File: src/rtl/segre_pkg.sv
// Shared types and constants for the M-extension issue/writeback slice.
//   WORD_SIZE / REG_SIZE / NUM_REGS : datapath and register-file geometry
//   M_DEPTH     : M pipeline latency from issue to M5 result
//   INFLIGHT_W  : width of the in-flight op counter (holds 0..M_DEPTH)
//   m_ext_opcode_e : M-extension operation selector
//   rf_wreq_t   : one register-file write request
`timescale 1ns/1ps
package segre_pkg;

  localparam int unsigned WORD_SIZE  = 32;
  localparam int unsigned REG_SIZE   = 5;
  localparam int unsigned NUM_REGS   = 32;
  localparam int unsigned M_DEPTH    = 5;
  localparam int unsigned INFLIGHT_W = 3;

  typedef enum logic [2:0] {
    M_MUL    = 3'd0,
    M_MULH   = 3'd1,
    M_MULHSU = 3'd2,
    M_MULHU  = 3'd3,
    M_DIV    = 3'd4,
    M_DIVU   = 3'd5,
    M_REM    = 3'd6,
    M_REMU   = 3'd7
  } m_ext_opcode_e;

  typedef struct packed {
    logic                 we;
    logic [REG_SIZE-1:0]  waddr;
    logic [WORD_SIZE-1:0] wdata;
  } rf_wreq_t;

endpackage

File: src/rtl/m_ext_scoreboard.sv
// Destination scoreboard for in-flight M ops.
//   dec_*        : decode slot being checked, and rd/we recorded on issue
//   issue_i      : decode slot enters M1 this cycle
//   retire_*     : M5 result (clears the pending bit of its destination)
//   hazard_o     : RAW/WAW hazard against the registered pending bitmap
//   inflight_o   : number of M ops between issue and M5
`timescale 1ns/1ps
module m_ext_scoreboard
  import segre_pkg::*;
(
  input  logic                  clk_i,
  input  logic                  rsn_i,
  input  logic                  dec_valid_i,
  input  logic [REG_SIZE-1:0]   dec_rs1_i,
  input  logic [REG_SIZE-1:0]   dec_rs2_i,
  input  logic [REG_SIZE-1:0]   dec_rd_i,
  input  logic                  dec_rf_we_i,
  input  logic                  issue_i,
  input  logic                  retire_i,
  input  logic                  retire_we_i,
  input  logic [REG_SIZE-1:0]   retire_waddr_i,
  output logic                  hazard_o,
  output logic [INFLIGHT_W-1:0] inflight_o
);

  logic [NUM_REGS-1:0]   pending_q, pending_d;
  logic [INFLIGHT_W-1:0] inflight_q, inflight_d;

  // Bit 0 is never set, so x0 can never raise a hazard.
  assign hazard_o = dec_valid_i &
                    (pending_q[dec_rs1_i] | pending_q[dec_rs2_i] |
                     (dec_rf_we_i & pending_q[dec_rd_i]));

  assign inflight_o = inflight_q;

  // Clear first, then set, so a same-cycle set on the same register wins.
  always_comb begin
    pending_d = pending_q;
    if (retire_i && retire_we_i) begin
      pending_d[retire_waddr_i] = 1'b0;
    end
    if (issue_i && dec_rf_we_i && (dec_rd_i != '0)) begin
      pending_d[dec_rd_i] = 1'b1;
    end
  end

  // Issue and retire in the same cycle cancel out.
  always_comb begin
    inflight_d = inflight_q;
    case ({issue_i, retire_i})
      2'b10:   inflight_d = inflight_q + INFLIGHT_W'(1);
      2'b01:   inflight_d = inflight_q - INFLIGHT_W'(1);
      default: inflight_d = inflight_q;
    endcase
  end

  always_ff @(posedge clk_i or negedge rsn_i) begin
    if (!rsn_i) begin
      pending_q  <= '0;
      inflight_q <= '0;
    end else begin
      pending_q  <= pending_d;
      inflight_q <= inflight_d;
      // The M pipeline holds at most M_DEPTH ops and never retires from empty.
      assert (!(issue_i && !retire_i && (inflight_q == INFLIGHT_W'(M_DEPTH))));
      assert (!(retire_i && !issue_i && (inflight_q == '0)));
    end
  end

endmodule

File: src/rtl/m_ext_issue_ctrl.sv
// Issue controller and RF writeback arbiter for the M-extension pipeline.
//   clk_i, rsn_i      : clock, async active-low reset (all outputs 0 while low)
//   dec_*             : decode slot; dec_stall_o holds it on a hazard
//   mp_* (out)        : combinational issue into M1
//   mp_*_i (in)       : M5 result, always has RF port priority
//   wb_*              : main-pipe writeback; wb_stall_o while hold buffer full
//   rf_*              : single register-file write port
//   inflight_o/busy_o : status
`timescale 1ns/1ps
module m_ext_issue_ctrl
  import segre_pkg::*;
(
  input  logic                  clk_i,
  input  logic                  rsn_i,
  input  logic                  dec_valid_i,
  input  logic                  dec_is_mext_i,
  input  m_ext_opcode_e         dec_opcode_i,
  input  logic [REG_SIZE-1:0]   dec_rs1_i,
  input  logic [REG_SIZE-1:0]   dec_rs2_i,
  input  logic [REG_SIZE-1:0]   dec_rd_i,
  input  logic                  dec_rf_we_i,
  input  logic [WORD_SIZE-1:0]  dec_src_a_i,
  input  logic [WORD_SIZE-1:0]  dec_src_b_i,
  output logic                  dec_stall_o,
  output logic                  mp_valid_o,
  output m_ext_opcode_e         mp_opcode_o,
  output logic [WORD_SIZE-1:0]  mp_src_a_o,
  output logic [WORD_SIZE-1:0]  mp_src_b_o,
  output logic [REG_SIZE-1:0]   mp_rf_waddr_o,
  output logic                  mp_rf_we_o,
  input  logic                  mp_valid_m5_i,
  input  logic                  mp_rf_we_i,
  input  logic [REG_SIZE-1:0]   mp_rf_waddr_i,
  input  logic [WORD_SIZE-1:0]  mp_rf_wdata_i,
  input  logic                  wb_valid_i,
  input  logic                  wb_rf_we_i,
  input  logic [REG_SIZE-1:0]   wb_rf_waddr_i,
  input  logic [WORD_SIZE-1:0]  wb_rf_wdata_i,
  output logic                  wb_stall_o,
  output logic                  rf_we_o,
  output logic [REG_SIZE-1:0]   rf_waddr_o,
  output logic [WORD_SIZE-1:0]  rf_wdata_o,
  output logic [INFLIGHT_W-1:0] inflight_o,
  output logic                  busy_o
);

  logic                  hazard;
  logic                  issue;
  logic [INFLIGHT_W-1:0] inflight;

  rf_wreq_t hold_q, hold_d;
  logic     hold_full_q, hold_full_d;
  rf_wreq_t m5_req, wb_req, sel_req;
  logic     sel_valid;

  // rsn_i gates every combinational output so they read 0 during reset.
  assign issue = rsn_i & dec_valid_i & dec_is_mext_i & ~hazard;

  m_ext_scoreboard u_scoreboard (
    .clk_i          (clk_i),
    .rsn_i          (rsn_i),
    .dec_valid_i    (dec_valid_i),
    .dec_rs1_i      (dec_rs1_i),
    .dec_rs2_i      (dec_rs2_i),
    .dec_rd_i       (dec_rd_i),
    .dec_rf_we_i    (dec_rf_we_i),
    .issue_i        (issue),
    .retire_i       (mp_valid_m5_i),
    .retire_we_i    (mp_rf_we_i),
    .retire_waddr_i (mp_rf_waddr_i),
    .hazard_o       (hazard),
    .inflight_o     (inflight)
  );

  assign dec_stall_o   = rsn_i & hazard;
  assign mp_valid_o    = issue;
  assign mp_opcode_o   = issue ? dec_opcode_i : M_MUL;
  assign mp_src_a_o    = issue ? dec_src_a_i : '0;
  assign mp_src_b_o    = issue ? dec_src_b_i : '0;
  assign mp_rf_waddr_o = issue ? dec_rd_i : '0;
  assign mp_rf_we_o    = issue & dec_rf_we_i;

  // Port priority: M5, then hold entry, then direct WB. A WB request that
  // collides with M5 is parked in the hold buffer when it is free.
  always_comb begin
    m5_req      = '{we: mp_rf_we_i, waddr: mp_rf_waddr_i, wdata: mp_rf_wdata_i};
    wb_req      = '{we: wb_rf_we_i, waddr: wb_rf_waddr_i, wdata: wb_rf_wdata_i};
    sel_valid   = 1'b0;
    sel_req     = '0;
    hold_d      = hold_q;
    hold_full_d = hold_full_q;
    if (mp_valid_m5_i) begin
      sel_valid = 1'b1;
      sel_req   = m5_req;
      if (!hold_full_q && wb_valid_i) begin
        hold_full_d = 1'b1;
        hold_d      = wb_req;
      end
    end else if (hold_full_q) begin
      sel_valid   = 1'b1;
      sel_req     = hold_q;
      hold_full_d = 1'b0;
    end else if (wb_valid_i) begin
      sel_valid = 1'b1;
      sel_req   = wb_req;
    end
  end

  always_ff @(posedge clk_i or negedge rsn_i) begin
    if (!rsn_i) begin
      hold_q      <= '0;
      hold_full_q <= 1'b0;
    end else begin
      hold_q      <= hold_d;
      hold_full_q <= hold_full_d;
    end
  end

  // Writes to x0 are suppressed, but the request still occupies the port.
  assign rf_we_o    = rsn_i & sel_valid & sel_req.we & (sel_req.waddr != '0);
  assign rf_waddr_o = (rsn_i & sel_valid) ? sel_req.waddr : '0;
  assign rf_wdata_o = (rsn_i & sel_valid) ? sel_req.wdata : '0;

  assign wb_stall_o = rsn_i & hold_full_q;
  assign inflight_o = rsn_i ? inflight : '0;
  assign busy_o     = rsn_i & ((inflight != '0) | hold_full_q);

endmodule

File: config.mk
export PLATFORM = sky130hd
export DESIGN_NAME = m_ext_issue_ctrl
export DESIGN_NICKNAME = d
export VERILOG_FILES = /design/src/rtl/segre_pkg.sv /design/src/rtl/m_ext_scoreboard.sv /design/src/rtl/m_ext_issue_ctrl.sv
export SDC_FILE = /design/constraint.sdc
export NUM_CORES = 1
export LEC_CHECK = 0
export ABC_CLOCK_PERIOD_IN_PS = 4300
export CAP_MARGIN = 5
export CELL_PAD_IN_SITES_DETAIL_PLACEMENT = 1
export CELL_PAD_IN_SITES_GLOBAL_PLACEMENT = 1
export CORE_UTILIZATION = 31
export CTS_BUF_LIST = sky130_fd_sc_hd__clkbuf_16
export DETAILED_ROUTE_END_ITERATION = 10
export PLACE_DENSITY_LB_ADDON = 0.08
export SYNTH_ARGS = -nofsm -noshare
export SYNTH_HDL_FRONTEND = slang
export SYNTH_HIERARCHICAL = 1
export SYNTH_SLANG_ARGS = --single-unit
File: constraint.sdc
create_clock -name clk_i -period 4.3 [get_ports clk_i]
set_input_delay 0.645 -clock clk_i [delete_from_list [all_inputs] [get_ports clk_i]]
set_output_delay 0.645 -clock clk_i [all_outputs]
set_load 0.01 [all_outputs]
; ---- Yosys cells after proc, flatten, opt, wreduce, memory -nomap -nowiden
; Index checks and enable logic that the tools add are counted.
; W data, S select, Z words.
[word_totals]
reg_bits = 74
latchBits = 0
ram_bits = 0
romBits = 0
input_bits = 165
memories = 0
[op_classes]
addsub = 2
n_mul = 0
n_div = 0
order_cmp = 6
n_eq_ne = 3
shifts = 0
mux = 28
bitwise = 19
reduce_logical = 12
[ops]
columns = cell, count
row1 = $mux W32, 5
row2 = $mux W38, 3
row3 = $and A32 B32 Y32, 1
row4 = $not A32 Y32, 1
row5 = $or A32 B32 Y32, 1
row6 = $lt A5 B6 Y1 const B, 4
row7 = $bmux W1 S5, 3
row8 = $and A1 B1 Y1, 12
row9 = $demux W1 S5, 2
row10 = $ge A5 B1 Y1 const B, 2
row11 = $mux W1, 10
row12 = $mux W5, 2
row13 = $reduce_bool A5 Y1, 2
row14 = $logic_and A1 B1 Y1, 6
row15 = $mux W3, 2
row16 = $pmux W3 S2, 1
row17 = $add A3 B1 Y3 const B, 1
row18 = $or A1 B1 Y1, 3
row19 = $reduce_bool A3 Y1, 1
row20 = $sub A3 B1 Y3 const B, 1
row21 = $eq A2 B1 Y1 const B, 1
row22 = $eq A2 B2 Y1 const B, 1
row23 = $ne A2 B1 Y1 const B, 1
row24 = $reduce_and A2 Y1, 1
row25 = other kinds (3), 3

; ---- Depth between registers and ports, before layout
[depth]
ltp_word = 10
depth_mapped = 17
mapped_depth_nobuf = 14

; ---- Modules after synthesis
; The synthesis kept the hierarchy.
[by_module_without_submodules]
columns = module, instances, cells_per_inst, area_each_um2, seq_area_each_um2
row1 = m_ext_issue_ctrl, 1, 314, 2926.6, 975.9
row2 = m_ext_scoreboard, 1, 230, 2363.5, 875.8

; ---- Least setup slack after synthesis
; OpenSTA, ideal clock, no wires.
[synth_timing]
path_kind = input port to flip-flop
from = input dec_rs1_i[0]
to = register u_scoreboard.inflight_q[2] (netlist: u_scoreboard/inflight_o[2])
setup_ns = 0.125
arrival_time_ns = 3.314
t_required_ns = 4.175
setup_slack_ns = 0.861
cell_stages = 14
cell_sequence = buf_6 mux4_1 mux2_2 o311ai_2 a31oi_1 and4b_1 clkbuf_1 inv_1 ha_1 inv_1 fa_1 xor2_1 nor2_1 xor2_1
[synth_between]
elab_chain_cells = 9
[synth_lines]
columns = element, line
row1 = from (decl), m_ext_issue_ctrl.sv:18  ; input logic [REG_SIZE-1:0] dec_rs1_i,
row2 = $bmux W1 S5 *, m_ext_scoreboard.sv:31  ; (pending_q[dec_rs1_i] | pending_q[dec_rs2_i] |
row3 = $mux W1 (not written as such) *, m_ext_scoreboard.sv:31
row4 = $or A1 B1 Y1 * (2 in series), m_ext_scoreboard.sv:31
row5 = $and A1 B1 Y1 *, m_ext_scoreboard.sv:30  ; assign hazard_o = dec_valid_i &
row6 = net hazard, m_ext_issue_ctrl.sv:47  ; logic hazard;
row7 = $not A1 Y1 *, m_ext_issue_ctrl.sv:57  ; assign issue = rsn_i & dec_valid_i & dec_is_mext_i & ~hazard;
row8 = $and A1 B1 Y1 *, m_ext_issue_ctrl.sv:57
row9 = net mp_valid_o, m_ext_issue_ctrl.sv:25  ; output logic mp_valid_o,
row10 = $eq A2 B1 Y1 or $eq A2 B2 Y1 (tied branches), m_ext_scoreboard.sv:50  ; case ({issue_i, retire_i})
row11 = $pmux W3 S2 or $reduce_bool A2 Y1 (tied branches), --
row12 = to (signal assigned), m_ext_scoreboard.sv:63  ; inflight_q <= inflight_d;
row13 = to (decl), m_ext_scoreboard.sv:27  ; logic [INFLIGHT_W-1:0] inflight_q, inflight_d;
; The timed path passes the listed nets; every way through them passes the cells marked *. The select of a mux whose other input is x is not followed.
; A chain may end at the register's enable or synchronous reset.

; ---- Worst setup path after layout
[layout_timing]
from = input dec_rs1_i[0]
to = output mp_src_a_o[29]
[layout_between]
elab_chain_cells = 8
[layout_lines]
columns = element, line
row1 = $bmux W1 S5, m_ext_scoreboard.sv:31
row2 = $mux W1 (not written as such), m_ext_scoreboard.sv:31
row3 = $or A1 B1 Y1 (2 in series), m_ext_scoreboard.sv:31
row4 = $and A1 B1 Y1, m_ext_scoreboard.sv:30
row5 = net hazard, m_ext_issue_ctrl.sv:47
row6 = $not A1 Y1, m_ext_issue_ctrl.sv:57
row7 = $and A1 B1 Y1, m_ext_issue_ctrl.sv:57
row8 = $mux W32, m_ext_issue_ctrl.sv:78  ; assign mp_src_a_o = issue ? dec_src_a_i : '0;
row9 = to (decl), m_ext_issue_ctrl.sv:27  ; output logic [WORD_SIZE-1:0] mp_src_a_o,
; The timed path passes the listed nets, and every way through them passes these cells. The select of a mux whose other input is x is not followed.

==> reports/results.tsv <==
stage	metric	value	unit
outcome	status	finished clean	
synth	Cell variety after synth	49	
synth	Async SR Flop Fraction	100.0	%
floorplan	Die ar.	17590	sq um
setup_path	CP Class	input pin to primary output	
clocking	worst-skew pair later-pin latency	0.34	ns
global_routing	first-pass GRT wire length	32210	microns
setup_path	R2R Path End	u_scoreboard/inflight_o[2]$_DFFE_PN0P_	
clocking	clk slew on worst S/H paths	0.07	ns
setup_path	crit-path max cell delay	0.56	ns
timing	TNS Setup	0	ns
timing	final slew viol count	0	
layout	post-layout util	52.08	%
global_routing	vias in the first global route	5868	
synth	Seq/Total Area, Yosys	35.00	%
timing	fin crit period	4.118	ns
setup_path	Worst R2R Setup Slack	1.15	ns
floorplan	DIE WIDTH	132.6	microns
detailed_routing	WL/cell	19.77	microns
setup_path	CP Capture Type	primary output	
hold_path	worst min path class	input pin to asynchronous set/reset pin	
synth	syn_nets	711	
timing	Final Skew	0.007583	ns
global_routing	remaining global-route overflow	0	
clocking	clk sink count	74	
timing	number of setup violations in the final report	0	
floorplan	Placeable Area	16640	sq um
detailed_routing	total routed wirelength	20660	microns
clocking	CTS HTree Levels	3	
timing	Worst-Margin Slew	0.8401	ns
placement	HPWL after DPL	15450	microns
timing	period utilisation layout	95.76	%
setup_path	Worst R2R Path Depth	14	
floorplan	Ports	283	
power_and_ir_drop	Max IR drop VDD	0.0002068	V
clocking	CTS tree	yes	
layout	Antenna Cells	0	
detailed_routing	Via density	5.313	
layout	NumNets Final	987	
synth	most common cell in the netlist	and2_1	
layout	final std cells w/o fill	1045	
setup_path	critical path buffer and inverter count	5	
clocking	CTS max path bufs	2	
timing	Max Clk Rate	0.2429	GHz
detailed_routing	Remaining DRCs	0	
timing	worst hold margin	0.1720	ns
floorplan	Initial Util	31.79	%
timing	Slew HR	43.99	%
setup_path	critical path required time	3.65	ns
layout	Fill cells	1867	
timing	final worst slack	0.1823	ns
synth	dominant cell type by area after synthesis	dfrtp_1	
setup_path	Worst path depth	12	
synth	syn_area_per_cell	9.724	sq um
synth	Mapped Area	5290	sq um
synth	Most used DFF post-synth	dfrtp_1	
detailed_routing	drt initial violations	222	
setup_path	startpoint types	input pin	
synth	Post-synth top cells	and2_1, dfrtp_1, o21ai_0	
power_and_ir_drop	Leak	3.871	nW
global_routing	GR Util All Layers	23.17	%
layout	cell area after layout	8667	sq um
synth	share of the synthesized area in the top cell type	35.00	%
clocking	number of CTS-inserted buffers	9	
placement	Placed Cells	1026	
setup_path	Crit path max-delay family	buffers and inverters	
placement	Cell Area, Placed	8349	sq um
setup_path	CP Data Arrival Time	3.47	ns
placement	port buffer count	282	
setup_path	Worst R2R Start	u_scoreboard/pending_q[1]$_DFF_PN0_	
floorplan	row count	47	
run	MaxCap Viol Count	0	
synth	synthesized instance count	544	
detailed_routing	Final ANT Viol Nets	0	
synth	Yosys warning count	6	
layout	sequential cell area	1852	sq um
synth	top area cells in the synthesized netlist	dfrtp_1, and2_1, a221oi_1, o21ai_0, mux2_4	
setup_path	Worst setup startpoint	dec_rs1_i[0]	
layout	ratio of cells with drive above 1 in the final layout	11.52	%
power_and_ir_drop	total power	2.462	mW
setup_path	CP max-delay cell	mux4_1	
floorplan	Die Y	132.6	microns
layout	area of the multi-input gates	3186	sq um
global_routing	antenna violations before repair	0	
timing	final hold vios	0	
detailed_routing	total number of vias	5552	
synth	flops & latches, synth	74	
placement	pre-CTS setup slack	-0.2017	ns
clocking	clk root buf	clkbuf_16	
synth	number of flops mapped to enable cells by yosys	0	
setup_path	worst-path cell chain	clkdlybuf4s50_1 > buf_4 > mux4_1 > mux2i_1 > nand3b_1 > o311ai_2 > a31oi_1 > and4b_2 > buf_4 > clkbuf_16 > and2_1 > dlygate4sd2_1	
setup_path	CP endpoint	mp_src_a_o[29]	
layout	Area Overhead vs Synth	63.84	%
global_routing	largest net degree at the start of global routing	66	
setup_path	CP max FO	31	
power_and_ir_drop	PD cells	284.1	nW/um^2
detailed_routing	drt first pass iters	4	
setup_path	crit-path most repeated cell	buf_4	
placement	gpl congestion	0.9130	
## worst min path at each step
stage	from	endpoint	slack [ns]	cells after the start
finish	rsn_i	u_scoreboard/pending_q[4]$_DFF_PN0_	0.17	1
global route	rsn_i	u_scoreboard/pending_q[7]$_DFF_PN0_	0.18	1
CTS	rsn_i	u_scoreboard/pending_q[4]$_DFF_PN0_	0.17	1
detailed placement	u_scoreboard/inflight_o[2]$_DFFE_PN0P_	u_scoreboard/inflight_o[2]$_DFFE_PN0P_	0.49	1
global placement	u_scoreboard/inflight_o[2]$_DFFE_PN0P_	u_scoreboard/inflight_o[2]$_DFFE_PN0P_	0.48	1
floorplan	rsn_i	hold_full_q$_DFFE_PN0P_	0.35	0
## power by group
part	leakage (nW)	internal (mW)	switching, mW	total (mW)
sequential	0.935	0.799	0.0815	0.881
combinational	2.78	0.418	0.286	0.703
clock	0.158	0.566	0.312	0.878
total	3.87	1.78	0.680	2.46
## metal layers
layer / GRT usage [%] / vias up / share of wire [%]
met5: 0 / - / 0
met4: 6.258 / 0 / 1.4
met3: 5.441 / 22 / 5.3
met2: 41.90 / 189 / 51
met1: 27.28 / 2769 / 42
li1: - / 2572 / -
## state kept, by name, summed over array words and instances, names as in the netlist
name                     cells
hold_q                      38
u_scoreboard/inflight_o      3
hold_full_q                  1
u_scoreboard/pending_q      32
## cell type report
cell class              instances  share of cell area, %
multi-input cells             420                  36.75
repair buffers                306                  34.36
flip-flops and latches         74                  21.37
well taps                     220                  3.176
clock buffers                   9                  2.599
clock inverters                 7                  1.357
inverters                       9                 0.3898
## kinds of logic (layout without fill, tap and decap cells)
family / Yosys count / in the layout / synth area share [%]
compound gates: 132 / 132 / 16.77
flops: 74 / 74 / 35.00
mux: 77 / 77 / 20.03
buf+inv: 50 / 331 / 5.251
simple gates: 206 / 206 / 21.83
xor+xnor: 3 / 3 / 0.4968
fa+ha+maj: 2 / 2 / 0.6149
## cell usage in the layout, fill, tap and decap left out, types with 20 or more instances in the layout
cell / count
a221oi_1: 36
clkdlybuf4s50_1: 203
dlygate4sd2_1: 73
mux2_4: 20
mux2i_1: 26
dfrtp_1: 74
nor3_1: 36
nor2_1: 39
o21ai_0: 62
mux2_2: 20
and2_1: 79
## timing repair
item                                    4_1_cts  5_1_grt
hold buffers                                  0        0
gates resized for setup                      78        4
gates cloned                                  0        1
pin swaps                                     0        0
endpoints found under the setup margin       74       12
setup buffers                                 1        1
No activity file was read; power rests on OpenSTA's default activity.
